[src/rtl/seg_pkg.sv]
// Shared constants for the seven-segment scan controller: glyph table (a..g in bits 6..0),
// blank glyph and default digit count.
package seg_pkg;

  localparam int unsigned DEFAULT_DIGITS = 4;

  localparam logic [6:0] SEG_BLANK = 7'h00;

  // Index 0 is the rightmost entry; hex glyphs A, b, C, d, E, F occupy 10..15.
  localparam logic [15:0][6:0] SEG_GLYPHS = {
    7'h47, 7'h4F, 7'h3D, 7'h4E, 7'h1F, 7'h77, 7'h7B, 7'h7F,
    7'h70, 7'h5F, 7'h5B, 7'h33, 7'h79, 7'h6D, 7'h30, 7'h7E
  };

endpackage

[src/rtl/seg_scan_ctrl_if.sv]
// Digit data in / display pins out bundle for seg_scan_ctrl. The master drives the
// scan-run enable, load strobe and nibble data; the slave drives the display outputs.
interface seg_scan_ctrl_if import seg_pkg::*; #(
  parameter int unsigned DIGITS = DEFAULT_DIGITS
) ();

  logic                  enable;
  logic                  load;
  logic [4*DIGITS-1:0]   data_in;
  logic [6:0]            seg;
  logic [DIGITS-1:0]     dig_en;
  logic                  frame_done;

  modport master (
    output enable, load, data_in,
    input  seg, dig_en, frame_done
  );

  modport slave (
    input  enable, load, data_in,
    output seg, dig_en, frame_done
  );

endinterface

[src/rtl/seg_hex_decode.sv]
// Combinational 4-bit nibble to seven-segment glyph decoder (active-high, a..g in bits 6..0).
module seg_hex_decode import seg_pkg::*; (
  input  logic [3:0] nibble,
  output logic [6:0] glyph
);

  always_comb glyph = SEG_GLYPHS[nibble];

endmodule

[src/rtl/seg_scan_ctrl.sv]
// Time-multiplexed seven-segment scan controller with shadow/active digit registers.
// Define SEG_SCAN_LZB_EN to compile in leading-zero blanking.
module seg_scan_ctrl import seg_pkg::*; #(
  parameter int unsigned DIGITS       = DEFAULT_DIGITS,
  parameter int unsigned PRESCALE     = 1000,
  parameter int unsigned BLANK_CYCLES = 2
) (
  input logic            clk,
  input logic            rst,
  seg_scan_ctrl_if.slave bus
);

  localparam int unsigned CntW = $clog2(PRESCALE);
  localparam int unsigned IdxW = $clog2(DIGITS);

  logic [CntW-1:0]     cnt_q, cnt_d;
  logic [IdxW-1:0]     idx_q, idx_d;
  logic [4*DIGITS-1:0] active_q, active_d;
  logic [4*DIGITS-1:0] shadow_q, shadow_d;
  logic                pending_q, pending_d;
  logic [6:0]          seg_q, seg_d;
  logic [DIGITS-1:0]   dig_en_q, dig_en_d;
  logic                frame_done_q, frame_done_d;

  logic                last_cnt, boundary, show;
  logic [3:0]          nibble;
  logic [6:0]          glyph;
  logic [DIGITS-1:0]   lead_zero;

  assign last_cnt = (cnt_q == CntW'(PRESCALE - 1));
  assign boundary = last_cnt && (idx_q == IdxW'(DIGITS - 1));
  assign nibble   = active_q[{idx_q, 2'b00} +: 4];

  seg_hex_decode u_decode (
    .nibble (nibble),
    .glyph  (glyph)
  );

`ifdef SEG_SCAN_LZB_EN
  logic zero_above;
  // Scan from the top digit down; digit 0 is never marked.
  always_comb begin
    lead_zero  = '0;
    zero_above = 1'b1;
    for (int i = DIGITS - 1; i > 0; i--) begin
      zero_above   = zero_above & (active_q[4*i +: 4] == 4'h0);
      lead_zero[i] = zero_above;
    end
  end
`else
  assign lead_zero = '0;
`endif

  assign show = (cnt_q >= CntW'(BLANK_CYCLES)) && !lead_zero[idx_q];

  always_comb begin
    cnt_d        = cnt_q;
    idx_d        = idx_q;
    active_d     = active_q;
    shadow_d     = shadow_q;
    pending_d    = pending_q;
    seg_d        = SEG_BLANK;
    dig_en_d     = '0;
    frame_done_d = 1'b0;

    if (bus.load) begin
      shadow_d  = bus.data_in;
      pending_d = 1'b1;
    end

    if (bus.enable) begin
      cnt_d = last_cnt ? '0 : cnt_q + 1'b1;
      if (last_cnt) begin
        idx_d = (idx_q == IdxW'(DIGITS - 1)) ? '0 : idx_q + 1'b1;
      end
      frame_done_d = boundary;
      if (show) begin
        dig_en_d[idx_q] = 1'b1;
        seg_d           = glyph;
      end
      // Commit only on a real frame wrap; a held boundary while disabled is not a wrap.
      if (boundary) begin
        if (bus.load) begin
          active_d = bus.data_in;
        end else if (pending_q) begin
          active_d = shadow_q;
        end
        pending_d = 1'b0;
      end
    end
  end

  always_ff @(posedge clk or posedge rst) begin
    if (rst) begin
      cnt_q        <= '0;
      idx_q        <= '0;
      active_q     <= '0;
      shadow_q     <= '0;
      pending_q    <= 1'b0;
      seg_q        <= SEG_BLANK;
      dig_en_q     <= '0;
      frame_done_q <= 1'b0;
    end else begin
      cnt_q        <= cnt_d;
      idx_q        <= idx_d;
      active_q     <= active_d;
      shadow_q     <= shadow_d;
      pending_q    <= pending_d;
      seg_q        <= seg_d;
      dig_en_q     <= dig_en_d;
      frame_done_q <= frame_done_d;
    end
  end

  assign bus.seg        = seg_q;
  assign bus.dig_en     = dig_en_q;
  assign bus.frame_done = frame_done_q;

endmodule
[src/flat_wrapper.sv]
// flat-port wrapper written by rule: the top's interface ports become plain ports
module seg_scan_ctrl_flat import seg_pkg::*;
#(
  parameter int unsigned DIGITS       = DEFAULT_DIGITS,
  parameter int unsigned PRESCALE     = 1000,
  parameter int unsigned BLANK_CYCLES = 2
)
  (clk, rst, bus_enable, bus_load, bus_data_in, bus_seg, bus_dig_en, bus_frame_done);
  seg_scan_ctrl_if #(.DIGITS(DIGITS)) bus_i ();
  input logic clk;
  input logic rst;
  input wire logic [$bits(bus_i.enable)-1:0] bus_enable;
  input wire logic [$bits(bus_i.load)-1:0] bus_load;
  input wire logic [$bits(bus_i.data_in)-1:0] bus_data_in;
  output wire logic [$bits(bus_i.seg)-1:0] bus_seg;
  output wire logic [$bits(bus_i.dig_en)-1:0] bus_dig_en;
  output wire logic [$bits(bus_i.frame_done)-1:0] bus_frame_done;
  assign bus_i.enable = bus_enable;
  assign bus_i.load = bus_load;
  assign bus_i.data_in = bus_data_in;
  assign bus_seg = bus_i.seg;
  assign bus_dig_en = bus_i.dig_en;
  assign bus_frame_done = bus_i.frame_done;
  seg_scan_ctrl #(.DIGITS(DIGITS), .PRESCALE(PRESCALE), .BLANK_CYCLES(BLANK_CYCLES)) u_core (.clk(clk), .rst(rst), .bus(bus_i));
endmodule
[config.mk]
export PLATFORM = sky130hd
export DESIGN_NAME = seg_scan_ctrl_flat
export DESIGN_NICKNAME = d
export VERILOG_FILES = /design/src/rtl/seg_pkg.sv /design/src/rtl/seg_scan_ctrl_if.sv /design/src/rtl/seg_hex_decode.sv /design/src/rtl/seg_scan_ctrl.sv /design/src/flat_wrapper.sv
export SDC_FILE = /design/constraint.sdc
export NUM_CORES = 1
export LEC_CHECK = 0
export ABC_AREA = 1
export BUFFER_PORTS_ARGS = -buffer_cell sky130_fd_sc_hd__buf_4
export CAP_MARGIN = 20
export CELL_PAD_IN_SITES_DETAIL_PLACEMENT = 0
export CELL_PAD_IN_SITES_GLOBAL_PLACEMENT = 1
export CORE_ASPECT_RATIO = 0.7
export CORE_MARGIN = 4
export CORE_UTILIZATION = 30
export CTS_BUF_LIST = sky130_fd_sc_hd__clkbuf_8
export DETAILED_ROUTE_END_ITERATION = 12
export PLACE_DENSITY = 0.63
export SLEW_MARGIN = 10
export SYNTH_ARGS = -nofsm -noshare
export SYNTH_HDL_FRONTEND = slang
export SYNTH_SLANG_ARGS = --single-unit
[constraint.sdc]
create_clock -name clk -period 2.1 [get_ports clk]
set_input_delay 0.42 -clock clk [delete_from_list [all_inputs] [get_ports clk]]
set_output_delay 0.42 -clock clk [all_outputs]
set_load 0.01 [all_outputs]
==> run_results.csv <==
group,metric,value,unit
placement,dp_hpwl,4810,um
route,wl_per_cell,12.6,um
yosys,ys_warn_count,0,
cells_and_area,drive_gt1_frac,0.148,
floorplanning,die_x,126,um
yosys,yosysUniqueCellTypes,23,
floorplanning,initial_core_util,0.313,
critical_path,required,2.33,ns
timing,hold_viol_final,0,
yosys,synth_fp_nets,403,
cells_and_area,nNetsFinal,439,
floorplanning,dieHeight,90.3,um
floorplanning,io_pins,32,
critical_path,r2r_start,"u_core.idx_q[0]$_DFFE_PP0P_",
yosys,syn_inst,371,
power,power.density,1100,nW/um2
critical_path,start_kind,"flip-flop",
critical_path,worstPathArrival,2.03,ns
yosys,yosys.area_share.adder,0.0518,
critical_path,r2r.worst_path.cells,9,
yosys,ys_seq_elements,57,
global_routing,antenna_found_initial,0,
global_routing,grt.overflow.total,0,
clocking,root_buffer,"clkbuf_8",
yosys,netlist_area,2900,um2
timing,finalSetupTns,0,ns
clocking,cts_tree,"built",
route,drt-initial-drc-count,166,
route,totalWireLength,6740,um
clocking,cts_buffers,9,
cells_and_area,final_cell_mix,"nand2_1 (112), dfrtp_1 (56), inv_1 (47)",
yosys,synthMuxAreaShare,0,
clocking,cts.path.max_buffers,2,
yosys,synth-xor-area-share,0.00302,
route,via_per_inst,4.51,
route,ant_nets,0,
floorplanning,fp.coreArea,9250,um2
global_routing,grt_pass1_wl,12100,um
power,leakagePower,1.86,nW
placement,pre_cts_slack,0.245,ns
critical_path,cp_slowest_stage_delay,0.49,ns
timing,rsz0062_at_grt,"false",
placement,portBuffers,31,
critical_path,cp_max_fo,13,
yosys,yosysSeqAreaShare,0.492,
global_routing,grt.total_usage,0.132,
critical_path,setup.worst_path.end_class,"flip-flop",
clocking,cts_max_level,3,
worst_hold_path,hold_path_class,"input port to async pin",
critical_path,crit_chain,"inv_1 -> nand2_1 -> nand3_1 -> nand2_1 -> inv_1 -> ha_1 -> nand3_1 -> a21oi_1 -> nor2_1",
timing,period_minus_slack,1.80,ns
cells_and_area,final_common_cell,"nand2_1",
yosys,synth_compound_area_frac,0.0466,
clocking,cts_sinks,57,
critical_path,worstReg2RegEnd,"u_core.bus.seg[3]$_DFF_PP0_",
power,ir_drop,0.000284,V
timing,max_clock_freq,0.556,GHz
timing,timing.hold.ws,0.119,ns
clocking,hold_buffers,0,
cells_and_area,antenna_cells,0,
yosys,synth_top_family_by_area,"simple AND/OR/NAND/NOR gates",
route,firstDrtPassIters,4,
timing,min_period_over_period,0.857,
critical_path,r2r_slack,0.30,ns
clocking,path_clk_slew,0.07,ns
timing,layout_setup_ws,0.300,ns
critical_path,path_class,"flip-flop to flip-flop",
timing,slew_viol_final,0,
timing,max_slew_margin,0.634,
job,cap_violations,0,
run_status,outcome,"finished clean",
timing,fin_worst_skew,0.0100,ns
cells_and_area,syn2layout_area_growth,21.4,%
route,vias,2415,
yosys,syn_avg_cell_area,7.82,um2
route,route.detailed.drc,0,
clocking,worstSkewPairLatency,0.35,ns
yosys,synthSimpleGateAreaFrac,0.323,
global_routing,grt_max_degree,58,
critical_path,cp_slowest_cell,"dfrtp_2",
timing,tightest_slew,0.546,ns
placement,gp_congestion,0.836,
timing,setup_viol_count_final,0,
floorplanning,rows,29,
floorplanning,dieArea,11300,um2
global_routing,grt_pass1_vias,2374,
-- sequential cells by signal, indices dropped and copies added, names as in the netlist --
name and flops:
u_core.active_q 16, u_core.idx_q 2, u_core.shadow_q 16, u_core.bus.frame_done 1, u_core.bus.dig_en 4, u_core.cnt_q 10, u_core.pending_q 1, u_core.bus.seg 7
-- kinds of logic (layout without fill, tap and decap cells) --
| kind of cell | Yosys count | count (layout) |
|---|---|---|
| flops | 57 | 57 |
| fa+ha+maj | 12 | 12 |
| simple gates | 214 | 214 |
| buf+inv | 60 | 101 |
| compound gates | 27 | 27 |
| xor+xnor | 1 | 1 |
-- critical path: cells and delay by family, from the launching register on --
family	cells	cell delay [ns]
adder cells (fa/ha/maj)	1	0.18
buffers and inverters	2	0.28
flip-flops	1	0.49
AND/OR/NAND/NOR	5	0.53
AO/OA/AOI/OAI	1	0.19
-- power by group --
part | switching, mW | leakage, nW | internal [mW]
Clock | 0.456 | 0.126 | 0.779
Sequential | 0.154 | 0.716 | 1.29
Combinational | 0.752 | 1.02 | 0.432
-- metrics by stage --
stage	area, um2	utilization	cells	power, mW
after global placement	3280	0.355	520	2.65
after global routing	3520	0.381	536	4.19
after CTS	3520	0.380	536	3.92
after floorplan	2900	-	371	2.26
final	3520	0.381	536	3.87
after detailed placement	3280	0.355	520	2.64
-- what timing repair did --
action                                  in CTS  in global routing
gates resized for setup                      0                  1
buffers inserted                             0                  0
endpoints found under the setup margin       0                  6
-- cells in the mapped netlist --
master | n | area, um2
a21oi_1 | 5 | 25.0
buf_2 | 4 | 20.0
buf_4 | 1 | 7.51
buf_6 | 1 | 11.3
clkbuf_1 | 6 | 22.5
clkinv_2 | 1 | 5.00
dfrtp_1 | 57 | 1430
ha_1 | 12 | 150
inv_1 | 46 | 173
inv_2 | 1 | 3.75
nand2_1 | 112 | 420
nand2_2 | 1 | 6.26
nand3_1 | 27 | 135
nand3_2 | 1 | 10.0
nand3_4 | 1 | 17.5
nand4_1 | 18 | 113
nand4_2 | 1 | 12.5
nor2_1 | 44 | 165
nor2_2 | 1 | 6.26
nor3_1 | 7 | 35.0
nor3_4 | 1 | 16.3
o21ai_0 | 22 | 110
xor2_1 | 1 | 8.76
-- layout make-up --
cell class | instances | area (um2)
well taps | 124 | 155
flip-flops and latches | 57 | 1430
clock buffers | 9 | 124
inverters | 48 | 181
repair buffers | 37 | 290
fillers | 995 | 5730
clock inverters | 7 | 111
multi-input cells | 254 | 1230
-- worst max-delay path by stage --
stage / to / cells after the start / slack (ns) / start
after global placement: u_core.bus.seg[3]$_DFF_PP0_ / 11 / 0.34 / u_core.idx_q[0]$_DFFE_PP0P_
after global routing: u_core.bus.seg[5]$_DFF_PP0_ / 8 / 0.06 / u_core.idx_q[0]$_DFFE_PP0P_
after CTS: u_core.bus.seg[3]$_DFF_PP0_ / 11 / 0.17 / u_core.idx_q[0]$_DFFE_PP0P_
after detailed placement: u_core.bus.seg[3]$_DFF_PP0_ / 11 / 0.25 / u_core.idx_q[0]$_DFFE_PP0P_
final: u_core.bus.seg[3]$_DFF_PP0_ / 9 / 0.30 / u_core.idx_q[0]$_DFFE_PP0P_
after floorplan: u_core.active_q[0]$_DFFE_PP0P_ / 1 / 0.28 / rst
-- per-layer routing --
| metal | vias up | wire length [um] | global-route usage |
|---|---|---|---|
| met3 | 9 | 502 | 0.0550 |
| li1 | 1243 | - | - |
| met2 | 74 | 2390 | 0.154 |
| met1 | 1089 | 3770 | 0.211 |
| met4 | 0 | 72 | 0.0406 |
| met5 | - | 0 | 0 |
Note: power is estimated with default switching activity, not from simulation.
